## src/rtl/pipe_rca_param.sv

```systemverilog
// Parametrised pipelined ripple-carry adder/subtractor: SLICE bits per stage,
// WIDTH/SLICE stages, valid tag, global enable and signed-overflow flag.
module pipe_rca_param #(
    parameter int unsigned WIDTH = 16,
    parameter int unsigned SLICE = 4
) (
    input  logic             clk,
    input  logic             rst,
    input  logic             en,
    input  logic             in_valid,
    input  logic [WIDTH-1:0] a,
    input  logic [WIDTH-1:0] b,
    input  logic             cin,
    input  logic             sub,
    output logic             out_valid,
    output logic [WIDTH-1:0] sum,
    output logic             cout,
    output logic             ovf
);

    localparam int unsigned STAGES = WIDTH / SLICE;

    if (WIDTH % SLICE != 0) begin : g_bad_param
        $error("pipe_rca_param: WIDTH must be an integer multiple of SLICE");
    end

    logic [WIDTH-1:0] b_eff;
    logic             c_eff;

    // Subtraction as a + ~b + 1; cin is ignored in that mode.
    assign b_eff = sub ? ~b : b;
    assign c_eff = sub ? 1'b1 : cin;

    for (genvar k = 0; k < STAGES; k++) begin : g_stage
        localparam int unsigned WIn  = WIDTH - k * SLICE;
        localparam int unsigned WSum = (k + 1) * SLICE;

        logic [WIn-1:0]   a_cur;
        logic [WIn-1:0]   b_cur;
        logic             c_cur;
        logic             v_cur;
        logic [SLICE-1:0] s_slice;
        logic [SLICE:0]   c_chain;
        logic [WSum-1:0]  sum_next;

        logic             valid_q;
        logic             carry_q;
        logic [WSum-1:0]  sum_q;

        if (k == 0) begin : g_first
            assign a_cur    = a;
            assign b_cur    = b_eff;
            assign c_cur    = c_eff;
            assign v_cur    = in_valid;
            assign sum_next = s_slice;
        end else begin : g_next
            assign a_cur    = g_stage[k-1].g_fwd.a_q;
            assign b_cur    = g_stage[k-1].g_fwd.b_q;
            assign c_cur    = g_stage[k-1].carry_q;
            assign v_cur    = g_stage[k-1].valid_q;
            // New slice goes on top of the already-resolved lower slices.
            assign sum_next = {s_slice, g_stage[k-1].sum_q};
        end

        always_comb begin
            c_chain    = '0;
            s_slice    = '0;
            c_chain[0] = c_cur;
            for (int i = 0; i < SLICE; i++) begin
                s_slice[i]   = a_cur[i] ^ b_cur[i] ^ c_chain[i];
                c_chain[i+1] = (a_cur[i] & b_cur[i]) | (c_chain[i] & (a_cur[i] ^ b_cur[i]));
            end
        end

        always_ff @(posedge clk) begin
            if (rst) begin
                valid_q <= 1'b0;
                carry_q <= 1'b0;
                sum_q   <= '0;
            end else if (en) begin
                valid_q <= v_cur;
                carry_q <= c_chain[SLICE];
                sum_q   <= sum_next;
            end
        end

        if (k < STAGES - 1) begin : g_fwd
            // Operand bits not yet consumed; shrinks by SLICE every stage.
            logic [WIn-SLICE-1:0] a_q;
            logic [WIn-SLICE-1:0] b_q;

            always_ff @(posedge clk) begin
                if (rst) begin
                    a_q <= '0;
                    b_q <= '0;
                end else if (en) begin
                    a_q <= a_cur[WIn-1:SLICE];
                    b_q <= b_cur[WIn-1:SLICE];
                end
            end
        end else begin : g_last
            logic ovf_q;

            always_ff @(posedge clk) begin
                if (rst) begin
                    ovf_q <= 1'b0;
                end else if (en) begin
                    ovf_q <= c_chain[SLICE] ^ c_chain[SLICE-1];
                end
            end
        end
    end

    assign out_valid = g_stage[STAGES-1].valid_q;
    assign sum       = g_stage[STAGES-1].sum_q;
    assign cout      = g_stage[STAGES-1].carry_q;
    assign ovf       = g_stage[STAGES-1].g_last.ovf_q;

endmodule

```

## config.mk

```make
export PLATFORM = sky130hd
export DESIGN_NAME = pipe_rca_param
export DESIGN_NICKNAME = d
export VERILOG_FILES = /design/src/rtl/pipe_rca_param.sv
export SDC_FILE = /design/constraint.sdc
export NUM_CORES = 1
export LEC_CHECK = 0
export CORE_ASPECT_RATIO = 1.4
export CORE_MARGIN = 2
export CORE_UTILIZATION = 55
export CTS_CLUSTER_DIAMETER = 50
export CTS_CLUSTER_SIZE = 10
export DETAILED_ROUTE_END_ITERATION = 16
export PLACE_DENSITY = 0.88
export SLEW_MARGIN = 20
export SYNTH_ARGS = -nofsm -noshare
export SYNTH_HDL_FRONTEND = slang
export SYNTH_SLANG_ARGS = --single-unit
```

## constraint.sdc

```tcl
create_clock -name clk -period 7.4 [get_ports clk]
set_clock_uncertainty 0.2 [all_clocks]
set_input_delay 1.48 -clock clk [delete_from_list [all_inputs] [get_ports clk]]
set_output_delay 1.48 -clock clk [all_outputs]
set_load 0.02 [all_outputs]
```

==> results of run 1 <==
==> per-layer routing <==
layer / global-route usage (%) / part of all wire, %
met4: 11.3 / 3.6
met2: 29.6 / 49
met1: 19.7 / 43
met5: 0 / 0
met3: 3.68 / 3.8
==> cell type report <==
class | instances | area [um2] | share of cell area [%]
clock inverter | 6 | 91.3 | 1.94
inverter | 25 | 93.8 | 1.99
sequential | 97 | 1940 | 41.1
multi-input combinational | 229 | 1760 | 37.4
tap | 97 | 121 | 2.57
clock buffer | 10 | 138 | 2.92
timing repair buffer | 58 | 571 | 12.1
==> power by group <==
group	total [mW]	internal, mW	switching, mW
clock network	0.379	0.200	0.179
logic	0.118	0.0609	0.0574
registers	0.563	0.548	0.0150
==> cells in the final DEF, fill, tap and decap left out, drive strengths merged <==
cell / Yosys / layout
a211oi: 23 / 23
buf: 21 / 4
bufinv: 0 / 2
clkbuf: 6 / 10
clkdlybuf4s50: 0 / 54
clkinv: 0 / 1
clkinvlp: 0 / 3
dfxtp: 97 / 97
fa: 16 / 16
inv: 25 / 25
mux2i: 73 / 73
nand2b: 2 / 2
nor2: 96 / 96
o22ai: 1 / 1
or2: 1 / 1
xnor2: 14 / 14
xor2: 3 / 3
==> state kept, by name, summed over array words and instances (netlist names) <==
| register | count |
|---|---|
| cout | 1 |
| g_stage.carry_q | 3 |
| g_stage.g_fwd.a_q | 24 |
| g_stage.g_fwd.b_q | 24 |
| g_stage.sum_q | 24 |
| g_stage.valid_q | 3 |
| out_valid | 1 |
| ovf | 1 |
| sum | 16 |
==> tightest hold or removal path: stages (launching register included) <==
cell and delay (ns):
dfxtp_1 0.32, nor2_1 0.08, a211oi_1 0.04
==> kinds of logic after synthesis <==
kind of cell / after synthesis / share of synthesized area [%]
and+or+nand+nor: 99 / 9.38
adders and majority gates: 16 / 7.93
AOI/OAI and AO/OA: 24 / 4.55
xor gates and xnor gates: 17 / 3.69
DFF: 97 / 48.1
buffers and inverters: 52 / 8.30
muxes: 73 / 18.1
==> path summary, 6_finish.rpt <==
path	to	slack (ns)	startpoint	depth (start not counted)
worst max register to register	sum[15]$_SDFFE_PP0P_	4.97	g_stage[2].carry_q$_SDFFE_PP0P_	8
worst min register to register	g_stage[2].sum_q[9]$_SDFFE_PP0P_	0.28	g_stage[2].sum_q[9]$_SDFFE_PP0P_	2
worst max-delay path	g_stage[0].sum_q[3]$_SDFFE_PP0P_	3.23	sub	11
worst min-delay path	g_stage[2].sum_q[9]$_SDFFE_PP0P_	0.28	g_stage[2].sum_q[9]$_SDFFE_PP0P_	2
==> summary.txt, run 1 <==
Setup path
  • Startpoint types: input pin
  • Crit-path cells: clkdlybuf4s50_1 > buf_4 > xor2_1 > fa_1 > inv_1 > fa_1 > fa_1 > inv_1 > fa_1 > mux2i_1 > nor2_1
  • Critical path endpoint category: flop
  • Worst path slowest cell: clkdlybuf4s50_1
  • Cell class contributing the biggest share of worst-path delay: adder cells
  • CP Max Fanout: 17
  • Worst Path Required: 7.42 ns
  • Most frequent CP cell: fa_1
  • Crit path kind: input pin to flop
  • CP peak stage delay: roughly 0.45 ns
  • Worst endpoint data arrival time: 4.20 ns
  • Crit path buf inv count: 4

Drt
  • Vias/cell: 4.92
  • DRC errors left: 0
  • WL per Instance: 12.5 um
  • Final wirelength: 6.52 mm
  • Vias: 2,570
  • Drt pass-1 iters: 4
  • Antenna Nets Post-Route: 0
  • DRT iter0 DRCs: 111

Logic synthesis
  • Cells after Synth: 378
  • Synth Cell Area: 4040 um2
  • Ys async rst share: 0%
  • Synth area leader: dfxtp_1
  • EDFF count, synth: 0
  • Count of cell types in the netlist: 18
  • Most common cell in the netlist: dfxtp_1
  • Top post-synthesis cells by area: dfxtp_1 48%, mux2i_1 18%, nor2_1 8.9%
  • Synth Flop Type: dfxtp_1
  • FF+latch count, synth: 97
  • Synth top area share: 48.1%
  • Post-synth net total: around 430
  • Synth Area per Inst: about 11 um2
  • Synth warnings: 0
  • Seq/Total Area, Yosys: 48.1%
  • Synth cell count leaders: 97 x dfxtp_1, 96 x nor2_1, 73 x mux2i_1

Die
  • I/O Pins: 57
  • Initial core utilization: 55.9%
  • Rows: 37
  • Core Footprint: 7220 um2
  • Die area: 8060 um2
  • Chip Height: 105 um
  • Die width: 76.4 um

STA
  • RSZ-0062 raised after global routing: false
  • Finish-stage setup viols: 0
  • Slew HR: 37.3%
  • FMAX: about 240 MHz
  • Worst hold slack: 0.279 ns
  • Hold Fails Final Rpt: 0
  • Final max-slew violation count: 0
  • Total Neg Setup Slack: 0 ns
  • Tmin final: 4.17 ns
  • Worst slew pin tran: between 0.9 and 1 ns
  • Fin worst setup slack: 3.23 ns
  • Final worst-path cycle share: 56.4%

Clock network
  • CTS max path bufs: 2
  • CTS sink cnt: 97
  • CTS Buf Count: 9
  • Htree depth: 3
  • Cts repair resizes: 0
  • CTS tree: yes
  • Clk slew on worst S/H paths: 0.09 ns
  • Post-CTS Hold Fix Bufs: 0
  • Setup bufs post-CTS: 0
  • Clk root buf: clkbuf_8
  • Worst-Skew Late Latency: 0.37 ns

Placement
  • Post-place setup slack: 2.92 ns
  • Inst Count DP: 506
  • RePlAce Congestion: 0.753
  • Post-DP HPWL: 4.32 mm
  • IO Port Bufs: 56
  • DP Area: between 4000 and 5000 um2

Power and ir drop
  • PD cells: 225 nW/um2
  • Worst vdd ir: roughly 0.14 mV
  • Design Power: 1.06 mW
  • Leakage: ~2 nW

GRT
  • Largest net degree at the start of global routing: 99
  • Vias in the first global route: between 2,000 and 3,000
  • Gr usage total: 17.4%
  • First-pass GRT wire length: 11.1 mm
  • GRT Residual Overflow: 0
  • Initial antenna violation count: 0

Layout
  • Layout Cells excl Fill: 522
  • Area delta synth->final: 16.8%
  • Share of cells above drive strength 1: around 5.2%
  • Inserted Diodes: 0
  • Final net count: 474
  • Design area: 4720 um2
  • Fillers: 601
  • Core Util, Final: 65.4%

Outcome
  • Outcome: finished, final reports clean

Job
  • Max cap viols: 0

Hold path
  • Min-Delay Path Class: flop to flop
(Power assumes the default switching activity.)
==> run 2, diff against run 1 <==
CORE_UTILIZATION = 54   (was 55)
PLACE_DENSITY = 0.87   (was 0.88)
clock period = 4.1 ns   (was 7.4 ns; I/O delays follow)
==> summary.txt, run 2 (synthesis results as in run 1) <==
STA
  • Worst slew pin tran: 0.933 ns (was 0.940 ns)
  • Final worst-path cycle share: between 80% and 90%
  • RSZ-0062 raised after global routing: false (unchanged)
  • Finish-stage setup viols: 0 (unchanged)
  • Total Neg Setup Slack: 0 ns (unchanged)
  • FMAX: 300 MHz
  • Final max-slew violation count: 0 (unchanged)
  • Hold Fails Final Rpt: 0 (unchanged)
  • Slew HR: 37.8% (was 37.3%)
  • Tmin final: 3.33 ns

Setup path
  • Startpoint types: input pin (unchanged)
  • Worst Path Required: 4.11 ns (was 7.42 ns)
  • R2r setup slk: 1.64 ns (was 4.97 ns)
  • Crit path kind: input pin to flop (unchanged)
  • Most frequent CP cell: fa_1 (unchanged)
  • Worst path slowest cell: clkdlybuf4s50_1 (unchanged)
  • Reg-to-reg endpoint: ovf$_SDFFE_PP0P_ (was sum[15]$_SDFFE_PP0P_)
  • CP Max Fanout: 4 (was 17)
  • CP peak stage delay: 0.63 ns (was 0.45 ns)
  • Worst endpoint data arrival time: 3.35 ns (was 4.20 ns)
  • RR Startpoint: g_stage[2].carry_q$_SDFFE_PP0P_ (unchanged)
  • Cell class contributing the biggest share of worst-path delay: adder cells (unchanged)
  • Crit-path cells: clkdlybuf4s50_1 > xor2_1 > fa_1 > inv_1 > fa_1 > fa_1 > inv_1 > fa_1 > mux2i_1 > nor2_1 (was clkdlybuf4s50_1 > buf_4 > xor2_1 > fa_1 > inv_1 > fa_1 > fa_1 > inv_1 > fa_1 > mux2i_1 > nor2_1)
  • Worst R2R Path Depth: 9 (was 8)
  • Critical path endpoint category: flop (unchanged)
  • Crit path buf inv count: 3 (was 4)

Power and ir drop
  • Worst vdd ir: 0.253 mV (was 0.138 mV)
  • PD cells: 403 nW/um2 (was 225 nW/um2)
  • Leakage: 1.98 nW (was 1.96 nW)

Clock network
  • CTS max path bufs: 2 (unchanged)
  • CTS Buf Count: 9 (unchanged)
  • Cts repair resizes: 0 (unchanged)
  • Post-CTS Hold Fix Bufs: 0 (unchanged)
  • Setup bufs post-CTS: 0 (unchanged)
  • Clk slew on worst S/H paths: 0.09 ns (about the same)
  • Clk root buf: clkbuf_8 (unchanged)
  • Htree depth: 3 (unchanged)
  • CTS tree: yes (unchanged)
  • Worst-Skew Late Latency: 0.36 ns (was 0.37 ns)
  • CTS sink cnt: 97 (unchanged)

GRT
  • Vias in the first global route: 2,519 (was 2,525)
  • First-pass GRT wire length: 11.2 mm (was 11.1 mm)
  • Initial antenna violation count: 0 (unchanged)
  • GRT Residual Overflow: 0 (unchanged)
  • Largest net degree at the start of global routing: 99 (unchanged)
  • Gr usage total: 17.2% (was 17.4%)

Layout
  • Most frequent cells in the layout: 97 x dfxtp_1, 96 x nor2_1, 73 x mux2i_1, 54 x clkdlybuf4s50_1, 25 x inv_1 (unchanged)
  • Final net count: 475 (was 474)
  • Register area: 1940 um2 (unchanged)
  • Inserted Diodes: 0 (unchanged)
  • Biggest regs: g_stage.g_fwd.a_q (24), g_stage.g_fwd.b_q (24), g_stage.sum_q (24) (unchanged)
  • Area delta synth->final: 17.3% (was 16.8%)
  • Layout Cells excl Fill: 523 (was 522)
  • Area used by multi-input combinational logic: 1760 um2 (unchanged)
  • Fillers: 607 (was 601)
  • Share of cells above drive strength 1: 5.16% (was 5.18%)
  • Most common cell after layout, fill and taps aside: dfxtp_1 (unchanged)

Die
  • I/O Pins: 57 (unchanged)
  • Core Footprint: 7310 um2 (was 7220 um2)
  • Die area: 8200 um2 (was 8060 um2)
  • Die width: 77.1 um (was 76.4 um)
  • Rows: 37 (unchanged)
  • Initial core utilization: 55.2% (was 55.9%)
  • Chip Height: 106 um (was 105 um)

Placement
  • Inst Count DP: 507 (was 506)
  • Post-DP HPWL: 4.46 mm (was 4.32 mm)
  • IO Port Bufs: 56 (unchanged)
  • RePlAce Congestion: 0.753 (about the same)

Outcome
  • Outcome: finished, final reports clean (unchanged)

Hold path
  • Worst hold endpoint: sum[12]$_SDFFE_PP0P_ (was g_stage[2].sum_q[9]$_SDFFE_PP0P_)
  • Worst hold path depth: 2 (unchanged)
  • Worst hold start: sum[12]$_SDFFE_PP0P_ (was g_stage[2].sum_q[9]$_SDFFE_PP0P_)
  • Min-Delay Path Class: flop to flop (unchanged)

Drt
  • Vias/cell: 4.93 (was 4.92)
  • DRC errors left: 0 (unchanged)
  • WL per Instance: 12.3 um (was 12.5 um)
  • DRT iter0 DRCs: 114 (was 111)
  • Drt pass-1 iters: 4 (unchanged)
  • Antenna Nets Post-Route: 0 (unchanged)
  • Vias: 2,577 (was 2,570)
  • Final wirelength: 6.42 mm (was 6.52 mm)

Job
  • Max cap viols: 0 (unchanged)
==> run 2: cell types whose count changed in the layout (fill, tap and decap cells not counted) <==
cell and change:
clkinvlp_4 -1, clkinv_4 -1, buf_12 +1, clkbuf_1 +1
clkbuf_8 +1
==> run 2: per-stage QoR <==
stage	total power, mW	utilization (%)	hold slack (ns)	instance area [um2]	setup WS (ns)
floorplan	1.19	-	0.256	4040	0.921
global placement	1.24	61.7	0.271	4510	0.456
detailed placement	1.26	61.7	0.280	4510	0.386
CTS	1.94	64.8	0.292	4740	0.779
global route	2.00	64.8	0.309	4740	0.656
finish	1.91	64.8	0.290	4740	0.765
==> run 2: final cells by class <==
cell class / count / area share [%]
Tap cell: 97 / 2.56
Multi-Input combinational cell: 229 / 37.2
Inverter: 25 / 1.98
Clock inverter: 4 / 1.58
Clock buffer: 12 / 3.27
Sequential cell: 97 / 41.0
Timing Repair Buffer: 59 / 12.5
==> run 2: worst reg2reg max path, stage by stage, from the launching register on <==
cell and delay (ns):
dfxtp_1 0.33, inv_1 0.07, fa_1 0.41, inv_1 0.08, fa_1 0.20, fa_1 0.22
inv_1 0.06, fa_1 0.42, xor2_1 0.22, o22ai_1 0.11
==> run 2: power by group <==
group	total [mW]	switching [mW]	internal, mW
logic	0.215	0.104	0.111
clock network	0.679	0.302	0.377
registers	1.02	0.0273	0.990
==> run 2: per-layer routing <==
metal / vias up / track usage [%] / wire length (um)
met2: 48 / 27.4 / 3070
li1: 1315 / - / -
met3: 12 / 3.57 / 206
met5: - / 0 / 0
met1: 1202 / 21.9 / 2970
met4: 0 / 9.57 / 180
==> run 2: worst max-delay path by stage <==
stage / startpoint / to / slack [ns] / depth (start not counted)
3_3_place_gp: sub / g_stage[0].sum_q[3]$_SDFFE_PP0P_ / 0.46 / 10
5_1_grt: sub / g_stage[0].sum_q[3]$_SDFFE_PP0P_ / 0.66 / 10
4_1_cts: sub / g_stage[0].sum_q[3]$_SDFFE_PP0P_ / 0.78 / 10
6_report: sub / g_stage[0].sum_q[3]$_SDFFE_PP0P_ / 0.77 / 10
2_1_floorplan: sub / g_stage[0].sum_q[3]$_SDFFE_PP0P_ / 0.92 / 11
3_5_place_dp: sub / g_stage[0].sum_q[3]$_SDFFE_PP0P_ / 0.39 / 10
==> run 3, diff against run 2 <==
CORE_UTILIZATION = 49   (was 54)
PLACE_DENSITY = 0.84   (was 0.87)
clock period = 2.9 ns   (was 4.1 ns; I/O delays follow)
==> summary.txt, run 3 (synthesis results as in run 1) <==
Setup path
  • Worst Setup EP: g_stage[0].sum_q[3]$_SDFFE_PP0P_ (unchanged)
  • Crit path buf inv count: 3 (unchanged)
  • Worst Path Required: 2.90 ns (was 4.11 ns)
  • Startpoint types: input pin (unchanged)
  • Worst Setup SP: cin (was sub)
  • Worst path slowest cell: clkdlybuf4s50_1 (unchanged)
  • Crit path depth: 10 (unchanged)
  • Crit-path cells: clkdlybuf4s50_1 > or2_2 > fa_2 > inv_1 > fa_2 > fa_1 > inv_1 > fa_1 > mux2i_1 > nor2_1 (was clkdlybuf4s50_1 > xor2_1 > fa_1 > inv_1 > fa_1 > fa_1 > inv_1 > fa_1 > mux2i_1 > nor2_1)
  • Reg-to-reg endpoint: sum[15]$_SDFFE_PP0P_ (was ovf$_SDFFE_PP0P_)
  • Cell class contributing the biggest share of worst-path delay: adder cells (unchanged)
  • Critical path endpoint category: flop (unchanged)
  • Worst R2R Path Depth: 8 (was 9)
  • CP peak stage delay: 0.45 ns (was 0.63 ns)
  • CP Max Fanout: 1 (was 4)
  • R2r setup slk: 0.48 ns (was 1.64 ns)
  • RR Startpoint: g_stage[2].carry_q$_SDFFE_PP0P_ (unchanged)
  • Crit path kind: input pin to flop (unchanged)
  • Worst endpoint data arrival time: 2.74 ns (was 3.35 ns)

Drt
  • Drt pass-1 iters: 4 (unchanged)
  • Vias: 2,610 (was 2,577)
  • Vias/cell: 4.92 (was 4.93)
  • WL per Instance: 13.0 um (was 12.3 um)
  • DRC errors left: 0 (unchanged)
  • DRT iter0 DRCs: 111 (was 114)
  • Antenna Nets Post-Route: 0 (unchanged)
  • Final wirelength: 6.92 mm (was 6.42 mm)

Layout
  • Share of cells above drive strength 1: 6.31% (was 5.16%)
  • Most common cell after layout, fill and taps aside: dfxtp_1 (unchanged)
  • Most frequent cells in the layout: 97 x dfxtp_1, 96 x nor2_1, 73 x mux2i_1, 52 x clkdlybuf4s50_1, 25 x inv_1 (was 97 x dfxtp_1, 96 x nor2_1, 73 x mux2i_1, 54 x clkdlybuf4s50_1, 25 x inv_1)
  • Design area: 4870 um2 (was 4740 um2)
  • Area used by multi-input combinational logic: 1780 um2 (was 1760 um2)
  • Fillers: 665 (was 607)
  • Register area: 1940 um2 (unchanged)
  • Area delta synth->final: 20.5% (was 17.3%)
  • Final net count: 477 (was 475)
  • Biggest regs: g_stage.g_fwd.a_q (24), g_stage.g_fwd.b_q (24), g_stage.sum_q (24) (unchanged)

Die
  • Core Footprint: 8100 um2 (was 7310 um2)
  • Die width: 80.7 um (was 77.1 um)
  • Rows: 39 (was 37)
  • Die area: 9000 um2 (was 8200 um2)
  • Initial core utilization: 49.9% (was 55.2%)
  • Chip Height: 111 um (was 106 um)
  • I/O Pins: 57 (unchanged)

GRT
  • Gr usage total: 17.0% (was 17.2%)
  • Vias in the first global route: 2,648 (was 2,519)
  • Initial antenna violation count: 1 (was 0)
  • Largest net degree at the start of global routing: 59 (was 99)
  • GRT Residual Overflow: 0 (unchanged)
  • First-pass GRT wire length: 11.9 mm (was 11.2 mm)

Clock network
  • Clk slew on worst S/H paths: 0.06 ns (was 0.09 ns)
  • CTS Buf Count: 9 (unchanged)
  • Clk root buf: clkbuf_16 (was clkbuf_8)
  • Worst-Skew Late Latency: 0.34 ns (was 0.36 ns)
  • CTS tree: yes (unchanged)
  • CTS max path bufs: 2 (unchanged)
  • Htree depth: 3 (unchanged)
  • CTS sink cnt: 97 (unchanged)

Power and ir drop
  • Design Power: 2.86 mW (was 1.91 mW)
  • PD cells: 588 nW/um2 (was 403 nW/um2)
  • Leakage: 2.03 nW (was 1.98 nW)
  • Worst vdd ir: 0.342 mV (was 0.253 mV)

Placement
  • Post-DP HPWL: 4.86 mm (was 4.46 mm)
  • IO Port Bufs: 56 (unchanged)
  • DP Area: 4580 um2 (was 4510 um2)
  • RePlAce Congestion: 0.732 (was 0.753)

STA
  • Final max-slew violation count: 0 (unchanged)
  • RSZ-0062 raised after global routing: false (unchanged)
  • Worst slew pin tran: 0.575 ns (was 0.933 ns)
  • Final worst-path cycle share: 94.6%
  • Finish-stage setup viols: 0 (unchanged)
  • Hold Fails Final Rpt: 0 (unchanged)
  • Slew HR: 61.7% (was 37.8%)
  • FMAX: ~360 MHz
  • Tmin final: about 2.7 ns

Outcome
  • Outcome: finished, final reports clean (unchanged)

Job
  • Max cap viols: 0 (unchanged)

Hold path
  • Min-Delay Path Class: flop to flop (unchanged)
  • Worst hold path depth: 2 (unchanged)
run 3: cell count changes in the layout (fill, tap and decap cells not counted), moves of 2 or more:
cell,previous run,this run
fa_2,0,2
buf_4,4,2
clkbuf_8,11,2
buf_12,1,4
clkinv_2,0,2
dlygate4sd2_1,0,2
clkdlybuf4s50_1,54,52
fa_1,16,14
clkbuf_16,0,9
bufinv_16,2,0
run 3: worst min-delay path by stage:
stage / startpoint / endpoint / slack, ns
floorplan: g_stage[0].sum_q[1]$_SDFFE_PP0P_ / g_stage[0].sum_q[1]$_SDFFE_PP0P_ / 0.26
global placement: g_stage[1].g_fwd.b_q[4]$_SDFFE_PP0P_ / g_stage[2].g_fwd.b_q[0]$_SDFFE_PP0P_ / 0.27
detailed placement: cout$_SDFFE_PP0P_ / cout$_SDFFE_PP0P_ / 0.28
CTS: cout$_SDFFE_PP0P_ / cout$_SDFFE_PP0P_ / 0.29
global route: g_stage[0].g_fwd.b_q[3]$_SDFFE_PP0P_ / g_stage[0].g_fwd.b_q[3]$_SDFFE_PP0P_ / 0.32
finish: cout$_SDFFE_PP0P_ / cout$_SDFFE_PP0P_ / 0.28
run 3: layout make-up:
class / instances / area share (%)
repair buffers: 61 / 13.2
flip-flops and latches: 97 / 39.9
well taps: 102 / 2.62
clock inverters: 4 / 0.540
inverters: 25 / 1.93
clock buffers: 12 / 5.27
diodes: 1 / 0.0514
multi-input cells: 229 / 36.5
run 3: through the flow:
| stage | setup TNS [ns] | setup WS, ns | cells | hold WS (ns) | util [%] |
|---|---|---|---|---|---|
| after floorplan | 0 | 0.0240 | 378 | 0.256 | - |
| after global placement | -0.545 | -0.385 | 514 | 0.270 | 56.6 |
| after detailed placement | -0.769 | -0.463 | 514 | 0.278 | 56.6 |
| after CTS | 0 | 0.160 | 530 | 0.286 | 60.1 |
| after global routing | 0 | 0.0473 | 530 | 0.316 | 60.1 |
| final | 0 | 0.155 | 531 | 0.281 | 60.1 |
run 3: routing by layer:
metal | share of wire [%] | routed length [um] | track usage [%]
met1 | 44 | 3020 | 21.0
met2 | 50 | 3440 | 27.3
met3 | 4.1 | 283 | 4.29
met4 | 2.5 | 172 | 8.25
met5 | 0 | 0 | 0
run 3: worst register-to-register path, cell delays in order, from the launching register on:
cell	delay, ns
dfxtp_1	0.31
inv_1	0.08
fa_1	0.18
inv_1	0.05
fa_1	0.38
fa_1	0.42
inv_1	0.09
fa_1	0.41
a211oi_1	0.22
run 3: where the power goes:
part | total [mW] | switching (mW) | internal [mW]
clock | 1.11 | 0.477 | 0.628
sequential | 1.44 | 0.0392 | 1.40
combinational | 0.317 | 0.152 | 0.165
run 3: what timing repair did:
item,4_1_cts,5_1_grt
hold buffers,0,0
gates resized for setup,3,0
setup buffers,0,0
endpoints found under the setup margin,1,0
